`src/rtl/cube_pkg.sv`:
```
// cube_pkg: types shared by the move input stage and the cube logic unit.
//   face_t        3-bit face code U, D, L, R, F, B (0-5); 6 and 7 are unused codes
//   move_t        one queued move: {face, ccw}
//   NUM_FACES     number of legal face codes
//   MOVE_W        packed width of move_t
//   face_is_valid true when a raw 3-bit face code names a real face
package cube_pkg;

   typedef enum logic [2:0] {
      FACE_U = 3'd0,
      FACE_D = 3'd1,
      FACE_L = 3'd2,
      FACE_R = 3'd3,
      FACE_F = 3'd4,
      FACE_B = 3'd5
   } face_t;

   typedef struct packed {
      face_t face;
      logic  ccw;
   } move_t;

   localparam int NUM_FACES = 6;
   localparam int MOVE_W    = $bits(move_t);

   function automatic logic face_is_valid(input logic [2:0] face);
      return (int'(face) < NUM_FACES);
   endfunction

endpackage

```
`src/rtl/move_fifo.sv`:
```
// move_fifo: small synchronous FIFO holding queued moves.
//   clk, srst   clock and synchronous active-high reset
//   push        write push_data this cycle (ignored when full unless popping)
//   push_data   payload to write
//   pop         remove the head entry this cycle (ignored when empty)
//   head_data   registered head entry; keeps the last head when empty, 0 after reset
//   full/empty  occupancy flags
//   count       number of entries held (0..DEPTH)
module move_fifo #(
   parameter int DEPTH = 4,
   parameter int WIDTH = 4
) (
   input  logic                     clk,
   input  logic                     srst,
   input  logic                     push,
   input  logic [WIDTH-1:0]         push_data,
   input  logic                     pop,
   output logic [WIDTH-1:0]         head_data,
   output logic                     full,
   output logic                     empty,
   output logic [$clog2(DEPTH):0]   count
);

   localparam int AW = $clog2(DEPTH);

   logic [WIDTH-1:0] mem [DEPTH];
   logic [AW-1:0]    wr_ptr_reg, wr_ptr_next;
   logic [AW-1:0]    rd_ptr_reg, rd_ptr_next;
   logic [AW:0]      count_reg, count_next;
   logic [WIDTH-1:0] head_reg, head_next;
   logic             do_push, do_pop;

   assign empty = (count_reg == '0);
   assign full  = (count_reg == (AW+1)'(DEPTH));

   // A full FIFO still accepts a push when the head leaves in the same cycle,
   // since the slot being written is the one being vacated.
   assign do_pop  = pop && !empty;
   assign do_push = push && (!full || do_pop);

   always_comb begin
      wr_ptr_next = do_push ? wr_ptr_reg + AW'(1) : wr_ptr_reg;
      rd_ptr_next = do_pop  ? rd_ptr_reg + AW'(1) : rd_ptr_reg;
      count_next  = count_reg;
      case ({do_push, do_pop})
         2'b10:   count_next = count_reg + (AW+1)'(1);
         2'b01:   count_next = count_reg - (AW+1)'(1);
         default: count_next = count_reg;
      endcase
      // Registered read of the next head. When that slot is being written this
      // very cycle (empty FIFO receiving its first entry) take the write data.
      // With nothing left, hold the previous head so the outputs stay put.
      head_next = head_reg;
      if (count_next != '0) begin
         if (do_push && (wr_ptr_reg == rd_ptr_next))
            head_next = push_data;
         else
            head_next = mem[rd_ptr_next];
      end
   end

   always_ff @(posedge clk) begin
      if (do_push)
         mem[wr_ptr_reg] <= push_data;
   end

   always_ff @(posedge clk) begin
      if (srst) begin
         wr_ptr_reg <= '0;
         rd_ptr_reg <= '0;
         count_reg  <= '0;
         head_reg   <= '0;
      end else begin
         wr_ptr_reg <= wr_ptr_next;
         rd_ptr_reg <= rd_ptr_next;
         count_reg  <= count_next;
         head_reg   <= head_next;
      end
   end

   assign head_data = head_reg;
   assign count     = count_reg;

endmodule

```
`src/rtl/move_queue.sv`:
```
// move_queue: turns a raw pushbutton plus face/direction switches into queued
// move commands for the cube logic unit.
//   CLOCK_50     system clock
//   reset        synchronous active-high reset
//   KEY_move     raw active-low pushbutton (asynchronous)
//   SW_face      raw face select, 0-5 legal (asynchronous)
//   SW_ccw       raw direction select, 1 = counter-clockwise (asynchronous)
//   move_ready   logic unit accepts the head move this cycle
//   move_valid   head of the queue holds a move
//   move_face    face of the head move
//   move_ccw     direction of the head move
//   queue_count  entries held
//   overflow     sticky: a legal press was dropped because the queue was full
//   bad_face     one-cycle pulse after a press that selected face 6 or 7
module move_queue #(
   parameter int DEBOUNCE_CYCLES = 500000,
   parameter int DEPTH           = 4
) (
   input  logic                     CLOCK_50,
   input  logic                     reset,
   input  logic                     KEY_move,
   input  logic [2:0]               SW_face,
   input  logic                     SW_ccw,
   input  logic                     move_ready,
   output logic                     move_valid,
   output logic [2:0]               move_face,
   output logic                     move_ccw,
   output logic [$clog2(DEPTH):0]   queue_count,
   output logic                     overflow,
   output logic                     bad_face
);

   import cube_pkg::*;

   localparam int              CNT_W    = $clog2(DEBOUNCE_CYCLES);
   localparam logic [CNT_W:0]  CNT_LAST = (CNT_W+1)'(DEBOUNCE_CYCLES - 1);

   logic             key_meta_reg, key_sync_reg;
   logic [3:0]       sw_raw, sw_sync;
   logic             deb_reg, deb_prev_reg;
   logic [CNT_W-1:0] cnt_reg;
   logic [CNT_W:0]   cnt_inc;
   logic             press, face_ok, push, pop;
   logic             bad_face_reg, overflow_reg;
   logic             fifo_full, fifo_empty;
   move_t            push_move, head_move;

   // Two-flop synchronisers for the switch bits; they idle at 0.
   assign sw_raw = {SW_ccw, SW_face};

   for (genvar gi = 0; gi < 4; gi++) begin : g_sw_sync
      logic meta_reg, sync_reg;
      always_ff @(posedge CLOCK_50) begin
         if (reset) begin
            meta_reg <= 1'b0;
            sync_reg <= 1'b0;
         end else begin
            meta_reg <= sw_raw[gi];
            sync_reg <= meta_reg;
         end
      end
      assign sw_sync[gi] = sync_reg;
   end

   // Key synchroniser and debounce. The key flops idle at 1 (released), so a
   // key already held through reset is seen as a fresh press afterwards.
   // The count advances while the synced key differs from the debounced level
   // and restarts on any bounce back.
   assign cnt_inc = {1'b0, cnt_reg} + (CNT_W+1)'(1);

   always_ff @(posedge CLOCK_50) begin
      if (reset) begin
         key_meta_reg <= 1'b1;
         key_sync_reg <= 1'b1;
         deb_reg      <= 1'b1;
         deb_prev_reg <= 1'b1;
         cnt_reg      <= '0;
      end else begin
         key_meta_reg <= KEY_move;
         key_sync_reg <= key_meta_reg;
         deb_prev_reg <= deb_reg;
         if (key_sync_reg == deb_reg) begin
            cnt_reg <= '0;
         end else if (cnt_inc == CNT_LAST) begin
            deb_reg <= key_sync_reg;
            cnt_reg <= '0;
         end else begin
            cnt_reg <= cnt_inc[CNT_W-1:0];
         end
      end
   end

   // Falling edge of the debounced level is a press; releases are ignored.
   assign press   = deb_prev_reg && !deb_reg;
   assign face_ok = face_is_valid(sw_sync[2:0]);
   assign push    = press && face_ok;
   assign pop     = move_valid && move_ready;

   always_comb begin
      push_move.face = face_t'(sw_sync[2:0]);
      push_move.ccw  = sw_sync[3];
   end

   always_ff @(posedge CLOCK_50) begin
      if (reset) begin
         bad_face_reg <= 1'b0;
         overflow_reg <= 1'b0;
      end else begin
         bad_face_reg <= press && !face_ok;
         if (push && fifo_full && !pop)
            overflow_reg <= 1'b1;
      end
   end

   move_fifo #(
      .DEPTH (DEPTH),
      .WIDTH (MOVE_W)
   ) u_fifo (
      .clk       (CLOCK_50),
      .srst      (reset),
      .push      (push),
      .push_data (push_move),
      .pop       (pop),
      .head_data (head_move),
      .full      (fifo_full),
      .empty     (fifo_empty),
      .count     (queue_count)
   );

   // Valid comes purely from registered occupancy, never from move_ready.
   assign move_valid = !fifo_empty;
   assign move_face  = head_move.face;
   assign move_ccw   = head_move.ccw;
   assign overflow   = overflow_reg;
   assign bad_face   = bad_face_reg;

endmodule

```
`config.mk`:
```
export PLATFORM = sky130hd
export DESIGN_NAME = move_queue
export DESIGN_NICKNAME = d
export VERILOG_FILES = /design/src/rtl/cube_pkg.sv /design/src/rtl/move_fifo.sv /design/src/rtl/move_queue.sv
export SDC_FILE = /design/constraint.sdc
export NUM_CORES = 1
export LEC_CHECK = 0
export ABC_AREA = 1
export CAP_MARGIN = 20
export CORE_UTILIZATION = 60
export DETAILED_ROUTE_END_ITERATION = 10
export PLACE_DENSITY = 0.81
export SYNTH_ARGS = -nofsm -noshare
export SYNTH_HDL_FRONTEND = slang
export SYNTH_SLANG_ARGS = --single-unit
```
`constraint.sdc`:
```
create_clock -name CLOCK_50 -period 6 [get_ports CLOCK_50]
set_clock_uncertainty 0.05 [all_clocks]
set_input_delay 1.2 -clock CLOCK_50 [delete_from_list [all_inputs] [get_ports CLOCK_50]]
set_output_delay 1.2 -clock CLOCK_50 [all_outputs]
set_load 0.02 [all_outputs]
```
==> results.json, run 1 <==
{
  "muxShareOfSynthArea": 0,
  "max_slew_margin": 0.520,
  "floorplan.initialDensity": 0.639,
  "p_leak_nw": 1.36,
  "synth_seq_area_share": 0.479,
  "detailroute.via_count": 2407,
  "flop_pwr_share": 0.432,
  "stdcell_area_mm2": 0.00325,
  "timing.critical_path.to_type": "flip-flop",
  "dpl-instance-area_mm2": 0.00306,
  "synthTopCellsByCount": "sky130_fd_sc_hd__nand2_1, sky130_fd_sc_hd__nor2_1, sky130_fd_sc_hd__inv_1",
  "final_layout_size_suffix_gt1_frac": 0.0597,
  "synth-edff-count": 16,
  "std_cell_rows": 24,
  "net_count_after_synthesis": 404,
  "internal_power_contribution_mw": 0.712,
  "cp_data_required_time_ps": 6190,
  "routed_wirelength_um": 5430,
  "htree_levels": 3,
  "net-switching-power_mw": 0.330,
  "synth.distinct_cells": 25,
  "power_density_mw_per_mm2": 320,
  "total_negative_slack_ps": 0,
  "vias_in_the_first_global_route": 2188,
  "irDropWorstVdd_mv": 0.209,
  "share_of_synthesized_flip_flops_with_an_asynchronous_set_or_reset": 0,
  "grt_max_degree": 20,
  "area_delta_synth_final_pct": 14.6,
  "globalRoute.busiestLayer": "met2",
  "combPwrFrac": 0.225,
  "worst_slew_pin_slew_ps": 717,
  "layout_worst_path_cycle_share": 0.511,
  "synth_xor_xnor_area_share": 0.0123,
  "global_route_wire_length_before_repair_um": 9200,
  "switching_share": 0.317,
  "design.final.nets": 429,
  "place_inst": 455,
  "place.detailed.hpwl_um": 4000,
  "hold_viol": 0,
  "detail-route-antenna-nets": 0,
  "die_width_um": 70.8,
  "synthSimpleGateAreaFrac": 0.355,
  "max_cap_violations": 0,
  "synth.most_common_cell": "sky130_fd_sc_hd__nand2_1",
  "cts_resized": 0,
  "cp-start-kind": "input port",
  "root_buffer": "sky130_fd_sc_hd__clkbuf_8",
  "boundaryPins": 18,
  "combinational_family_with_the_most_area_after_synthesis": "simple AND/OR/NAND/NOR gates",
  "worst_ep_arrival_time_ps": 3260,
  "dr_wl_cell_um": 11.5,
  "final-setup-viol-count": 0,
  "place.gp.congestion": 0.864,
  "grt_overflow_total": 0,
  "detail_route.vias_per_cell": 5.11,
  "fmax_ghz": 0.326,
  "final_max_slew_viol_count": 0,
  "cts_hold_repair.buffers": 0,
  "core_region_mm2": 0.00444,
  "drtPass1Iterations": 10,
  "final.fill_count": 357,
  "detail_route.iter0.violations": 96,
  "post_synth.cell_area_avg_um2": 7.30,
  "violations": "design-rule violations",
  "grtUsageMet3": 0.111,
  "synthesis.area_mm2": 0.00284,
  "max_reg_flops": 19,
  "die_y_um": 70.8,
  "globalRouteMet1Util": 0.290,
  "post_synth_inst_count": 389,
  "clock_path_buffers": 2,
  "clk_pin_slew_worst_paths_ps": 70,
  "outcome": "complete, but fails checks",
  "synth.largest_area_cell": "sky130_fd_sc_hd__dfxtp_1",
  "rsz0062_at_grt": "no",
  "crit_fanout": 8,
  "synthesized_area_fraction_occupied_by_adder_cells": 0.0335,
  "io_buffers": 17,
  "yosys_warnings": 0,
  "postCtsSetupRepairBufs": 0,
  "design.die.area_mm2": 0.00501,
  "period_minus_slack_ps": 3070,
  "cts_tree": "built",
  "global_route_track_usage_on_met2": 0.396,
  "clock_latency_ps": 350,
  "antenna_cells": 0,
  "route.detailed.drc": 3,
  "synth_compound_area_frac": 0.0282,
  "postSynthRegisterBits": 60,
  "grt.total_usage": 0.247,
  "clock_power_share": 0.343,
  "synth_top_flop_cell": "sky130_fd_sc_hd__dfxtp_1",
  "synth.top_cells.by_area": "sky130_fd_sc_hd__dfxtp_1, sky130_fd_sc_hd__edfxtp_1, sky130_fd_sc_hd__nand2_1",
  "timing.hold.worst.class": "flip-flop to flip-flop",
  "timing.setup.critical_path_class": "input port to flip-flop",
  "tritoncts_num_sinks": 60,
  "grt_antenna_before_repair": 0,
  "final_cells": 471,
  "yosys.area.top_type_share": 0.310,
  "tritoncts.num_buffers": 9
}
## cell usage in the layout, fill, tap and decap left out, types with 2 or more instances in the layout
cell,instances
sky130_fd_sc_hd__nand2_1,110
sky130_fd_sc_hd__nand4_1,11
sky130_fd_sc_hd__clkinv_4,2
sky130_fd_sc_hd__dfxtp_1,44
sky130_fd_sc_hd__clkinvlp_4,2
sky130_fd_sc_hd__nor2_1,68
sky130_fd_sc_hd__nand3b_1,3
sky130_fd_sc_hd__or2_2,2
sky130_fd_sc_hd__inv_1,64
sky130_fd_sc_hd__ha_1,6
sky130_fd_sc_hd__o21ai_0,7
sky130_fd_sc_hd__nor2_4,2
sky130_fd_sc_hd__edfxtp_1,16
sky130_fd_sc_hd__xnor2_1,4
sky130_fd_sc_hd__nand3_1,31
sky130_fd_sc_hd__nand2_2,2
sky130_fd_sc_hd__clkdlybuf4s50_1,17
sky130_fd_sc_hd__a21oi_1,5
sky130_fd_sc_hd__clkbuf_8,9
sky130_fd_sc_hd__nor3_1,2
sky130_fd_sc_hd__nor2_2,3
sky130_fd_sc_hd__o21bai_1,2
## logic make-up (layout without fill, tap and decap cells)
group,count (synthesis),after routing
DFF,60,60
and+or+nand+nor,236,236
buffers and inverters,67,97
xor gates and xnor gates,4,4
AOI/OAI and AO/OA,15,15
adders and majority gates,7,7
## final cells by class
cell class | count | area (um2) | area share
clock buffers | 9 | 124 | 0.0381
clock inverters | 7 | 75.1 | 0.0231
inverters | 64 | 240 | 0.0738
multi-input cells | 262 | 1220 | 0.374
flip-flops and latches | 60 | 1360 | 0.418
well taps | 52 | 65.1 | 0.0200
repair buffers | 17 | 170 | 0.0523
## metal layers
metal  vias up  share of wire
met5         -              0
met4         0          0.016
met3         9          0.056
met2        62           0.46
met1      1086           0.46
li1       1250              -
## metrics by stage
stage,hold WS [ps],utilization,setup WS [ps],power (mW)
final,351,0.732,2930,1.04
after CTS,355,0.732,2950,1.05
after floorplan,338,-,3330,0.616
after global placement,339,0.688,2670,0.681
after global routing,361,0.732,2740,1.10
after detailed placement,345,0.688,2610,0.692
## worst paths after layout
path / endpoint / slack, ps / cells past startpoint / start
setup reg to reg: u_fifo.head_data[3] / 3720 / 15 / g_sw_sync[2].sync_reg
setup / recovery: u_fifo.head_data[3] / 2930 / 12 / move_ready
hold reg to reg: g_sw_sync[3].sync_reg / 350 / 2 / g_sw_sync[3].meta_reg
hold / removal: g_sw_sync[3].sync_reg / 350 / 2 / g_sw_sync[3].meta_reg
## critical path, stage by stage
cell	delay, ps
sky130_fd_sc_hd__clkdlybuf4s50_1	520
sky130_fd_sc_hd__inv_1	70
sky130_fd_sc_hd__a21oi_1	160
sky130_fd_sc_hd__nand2_1	150
sky130_fd_sc_hd__inv_1	100
sky130_fd_sc_hd__fa_1	410
sky130_fd_sc_hd__nand2_1	100
sky130_fd_sc_hd__nand2_1	50
sky130_fd_sc_hd__nor2_1	90
sky130_fd_sc_hd__nand2_1	150
sky130_fd_sc_hd__o21ai_0	190
sky130_fd_sc_hd__nor2_1	60
## power by group through the flow
| stage | clock network [mW] | registers (mW) | logic, mW |
|---|---|---|---|
| global route | 0.387 | 0.452 | 0.263 |
| CTS | 0.367 | 0.450 | 0.234 |
| detailed placement | 0 | 0.458 | 0.233 |
| global placement | 0 | 0.458 | 0.223 |
| floorplan | 0 | 0.470 | 0.145 |
| finish | 0.358 | 0.450 | 0.234 |
Note: power is estimated with default switching activity, not from simulation.
==> inputs of run 2 (changes only) <==
--- a/config.mk
+++ b/config.mk
@@ -7,9 +7,9 @@
 export LEC_CHECK = 0
 export ABC_AREA = 1
 export CAP_MARGIN = 20
-export CORE_UTILIZATION = 60
+export CORE_UTILIZATION = 58
 export DETAILED_ROUTE_END_ITERATION = 10
-export PLACE_DENSITY = 0.81
+export PLACE_DENSITY = 0.78
 export SYNTH_ARGS = -nofsm -noshare
 export SYNTH_HDL_FRONTEND = slang
 export SYNTH_SLANG_ARGS = --single-unit
==> constraint.sdc (replaced) <==
create_clock -name CLOCK_50 -period 3.19 [get_ports CLOCK_50]
set_clock_uncertainty 0.05 [all_clocks]
set_input_delay 0.638 -clock CLOCK_50 [delete_from_list [all_inputs] [get_ports CLOCK_50]]
set_output_delay 0.638 -clock CLOCK_50 [all_outputs]
set_load 0.02 [all_outputs]
==> results.json, run 2 (synthesized netlist as in run 1, its figures left out) <==
{
  "layout_worst_path_cycle_share": 0.800,
  "layout.cells.most_common_list": "sky130_fd_sc_hd__nand2_1, sky130_fd_sc_hd__nor2_1, sky130_fd_sc_hd__inv_1",
  "cts_resized": 0,
  "tritoncts_num_sinks": 60,
  "net-switching-power_mw": 0.629,
  "htree_levels": 3,
  "period_minus_slack_ps": 2550,
  "setup_ws_ps": 638,
  "postCtsSetupRepairBufs": 0,
  "layout.core_utilization": 0.695,
  "floorplan.initialDensity": 0.601,
  "dr_wl_cell_um": 11.2,
  "grt.total_usage": 0.238,
  "combPwrFrac": 0.224,
  "clock_latency_ps": 340,
  "detail_route.vias_per_cell": 4.85,
  "grt_overflow_total": 0,
  "total_negative_slack_ps": 0,
  "routed_wirelength_um": 5440,
  "place.detailed.hpwl_um": 3900,
  "switching_share": 0.320,
  "die_y_um": 72.0,
  "clk_pin_slew_worst_paths_ps": 70,
  "timing.critical_path.to_type": "flip-flop",
  "clock_path_buffers": 2,
  "core_region_mm2": 0.00472,
  "std_cell_rows": 25,
  "final-setup-viol-count": 0,
  "irDropWorstVdd_mv": 0.313,
  "route.detailed.drc": 0,
  "vias_in_the_first_global_route": 2231,
  "most_frequent_standard_cell_in_the_layout_excluding_fill_and_tap_cells": "sky130_fd_sc_hd__nand2_1",
  "global_route_wire_length_before_repair_um": 9360,
  "drtPass1Iterations": 4,
  "outcome": "finished clean",
  "cts_hold_repair.buffers": 0,
  "area_delta_synth_final_pct": 15.5,
  "die_width_um": 72.0,
  "cp-start-kind": "input port",
  "internal_power_contribution_mw": 1.34,
  "hold-worst-slack_ps": 347,
  "final.fill_count": 412,
  "max_slew_margin": 0.731,
  "timing.hold.worst.class": "flip-flop to flip-flop",
  "timing.setup.critical_path_class": "input port to flip-flop",
  "detail-route-antenna-nets": 0,
  "design.final.nets": 430,
  "total_power_mw": 1.97,
  "root_buffer": "sky130_fd_sc_hd__clkbuf_8",
  "io_buffers": 17,
  "grt_antenna_before_repair": 0,
  "cts_tree": "built",
  "flop_pwr_share": 0.428,
  "clock_power_share": 0.348,
  "final_max_slew_viol_count": 0,
  "power_density_mw_per_mm2": 600,
  "cp_data_required_time_ps": 3370,
  "pre_cts_ws_ps": 308,
  "worst_slew_pin_slew_ps": 401,
  "detailroute.via_count": 2364,
  "hold_viol": 0,
  "worst_ep_arrival_time_ps": 2730,
  "p_leak_nw": 1.36,
  "max_cap_violations": 0,
  "tritoncts.num_buffers": 9,
  "final_layout_size_suffix_gt1_frac": 0.0643,
  "detail_route.iter0.violations": 93,
  "rsz0062_at_grt": "no",
  "design.die.area_mm2": 0.00518,
  "place.gp.congestion": 0.871,
  "max_reg_flops": 19,
  "fmax_ghz": 0.392,
  "crit_fanout": 8,
  "antenna_cells": 0,
  "grt_max_degree": 20,
  "boundaryPins": 18
}
==> run 2: cell types whose count changed in the layout (fill, tap and decap cells not counted) <==
cell	before	now
sky130_fd_sc_hd__clkinv_4	2	0
sky130_fd_sc_hd__buf_4	0	1
sky130_fd_sc_hd__clkinv_1	1	0
sky130_fd_sc_hd__clkinv_2	0	1
sky130_fd_sc_hd__clkinvlp_4	2	3
sky130_fd_sc_hd__inv_6	1	2
==> run 2: path summary, 6_finish.rpt <==
kind / slack, ps / start / cells past startpoint / end
worst max-delay path: 640 / move_ready / 12 / u_fifo.head_data[1]
worst max register to register: 880 / g_sw_sync[1].sync_reg / 15 / u_fifo.head_data[1]
worst min-delay path: 350 / g_sw_sync[0].meta_reg / 2 / g_sw_sync[0].sync_reg
worst min register to register: 350 / g_sw_sync[0].meta_reg / 2 / g_sw_sync[0].sync_reg
==> run 2: cell type report <==
class                           count  area (um2)  share of cell area
Sequential cell                    60        1360               0.415
Timing Repair Buffer               18         178              0.0542
Tap cell                           67        83.8              0.0256
Clock inverter                      7        75.1              0.0229
Multi-Input combinational cell    262        1220               0.371
Inverter                           64         240              0.0732
Clock buffer                        9         124              0.0378
==> run 2: routing by layer <==
metal	global-route usage	routed length, um
met2	0.407	2730
met5	0	0
met1	0.275	2440
met4	0.129	88
met3	0.0597	178
==> run 2: power by group through the flow <==
stage / sequential, mW / clock [mW] / combinational [mW]
2_1_floorplan: 0.884 / 0 / 0.273
3_3_place_gp: 0.859 / 0 / 0.422
3_5_place_dp: 0.861 / 0 / 0.441
4_1_cts: 0.844 / 0.695 / 0.442
5_1_grt: 0.847 / 0.729 / 0.503
6_report: 0.844 / 0.685 / 0.441
==> run 2: through the flow <==
step           cells  cell area, um2
5_1_grt          487            3280
2_1_floorplan    389            2840
3_3_place_gp     471            3080
6_report         487            3280
3_5_place_dp     471            3080
4_1_cts          487            3280
==> run 2: critical path, stage by stage <==
cell                              delay (ps)
sky130_fd_sc_hd__clkdlybuf4s50_1         530
sky130_fd_sc_hd__inv_1                    70
sky130_fd_sc_hd__a21oi_1                 150
sky130_fd_sc_hd__nand2_1                 130
sky130_fd_sc_hd__inv_1                    90
sky130_fd_sc_hd__fa_1                    400
sky130_fd_sc_hd__nand2_1                  90
sky130_fd_sc_hd__nand2_1                  50
sky130_fd_sc_hd__nor2_1                  100
sky130_fd_sc_hd__nand2_1                 160
sky130_fd_sc_hd__o21ai_0                 230
sky130_fd_sc_hd__nor2_1                   80
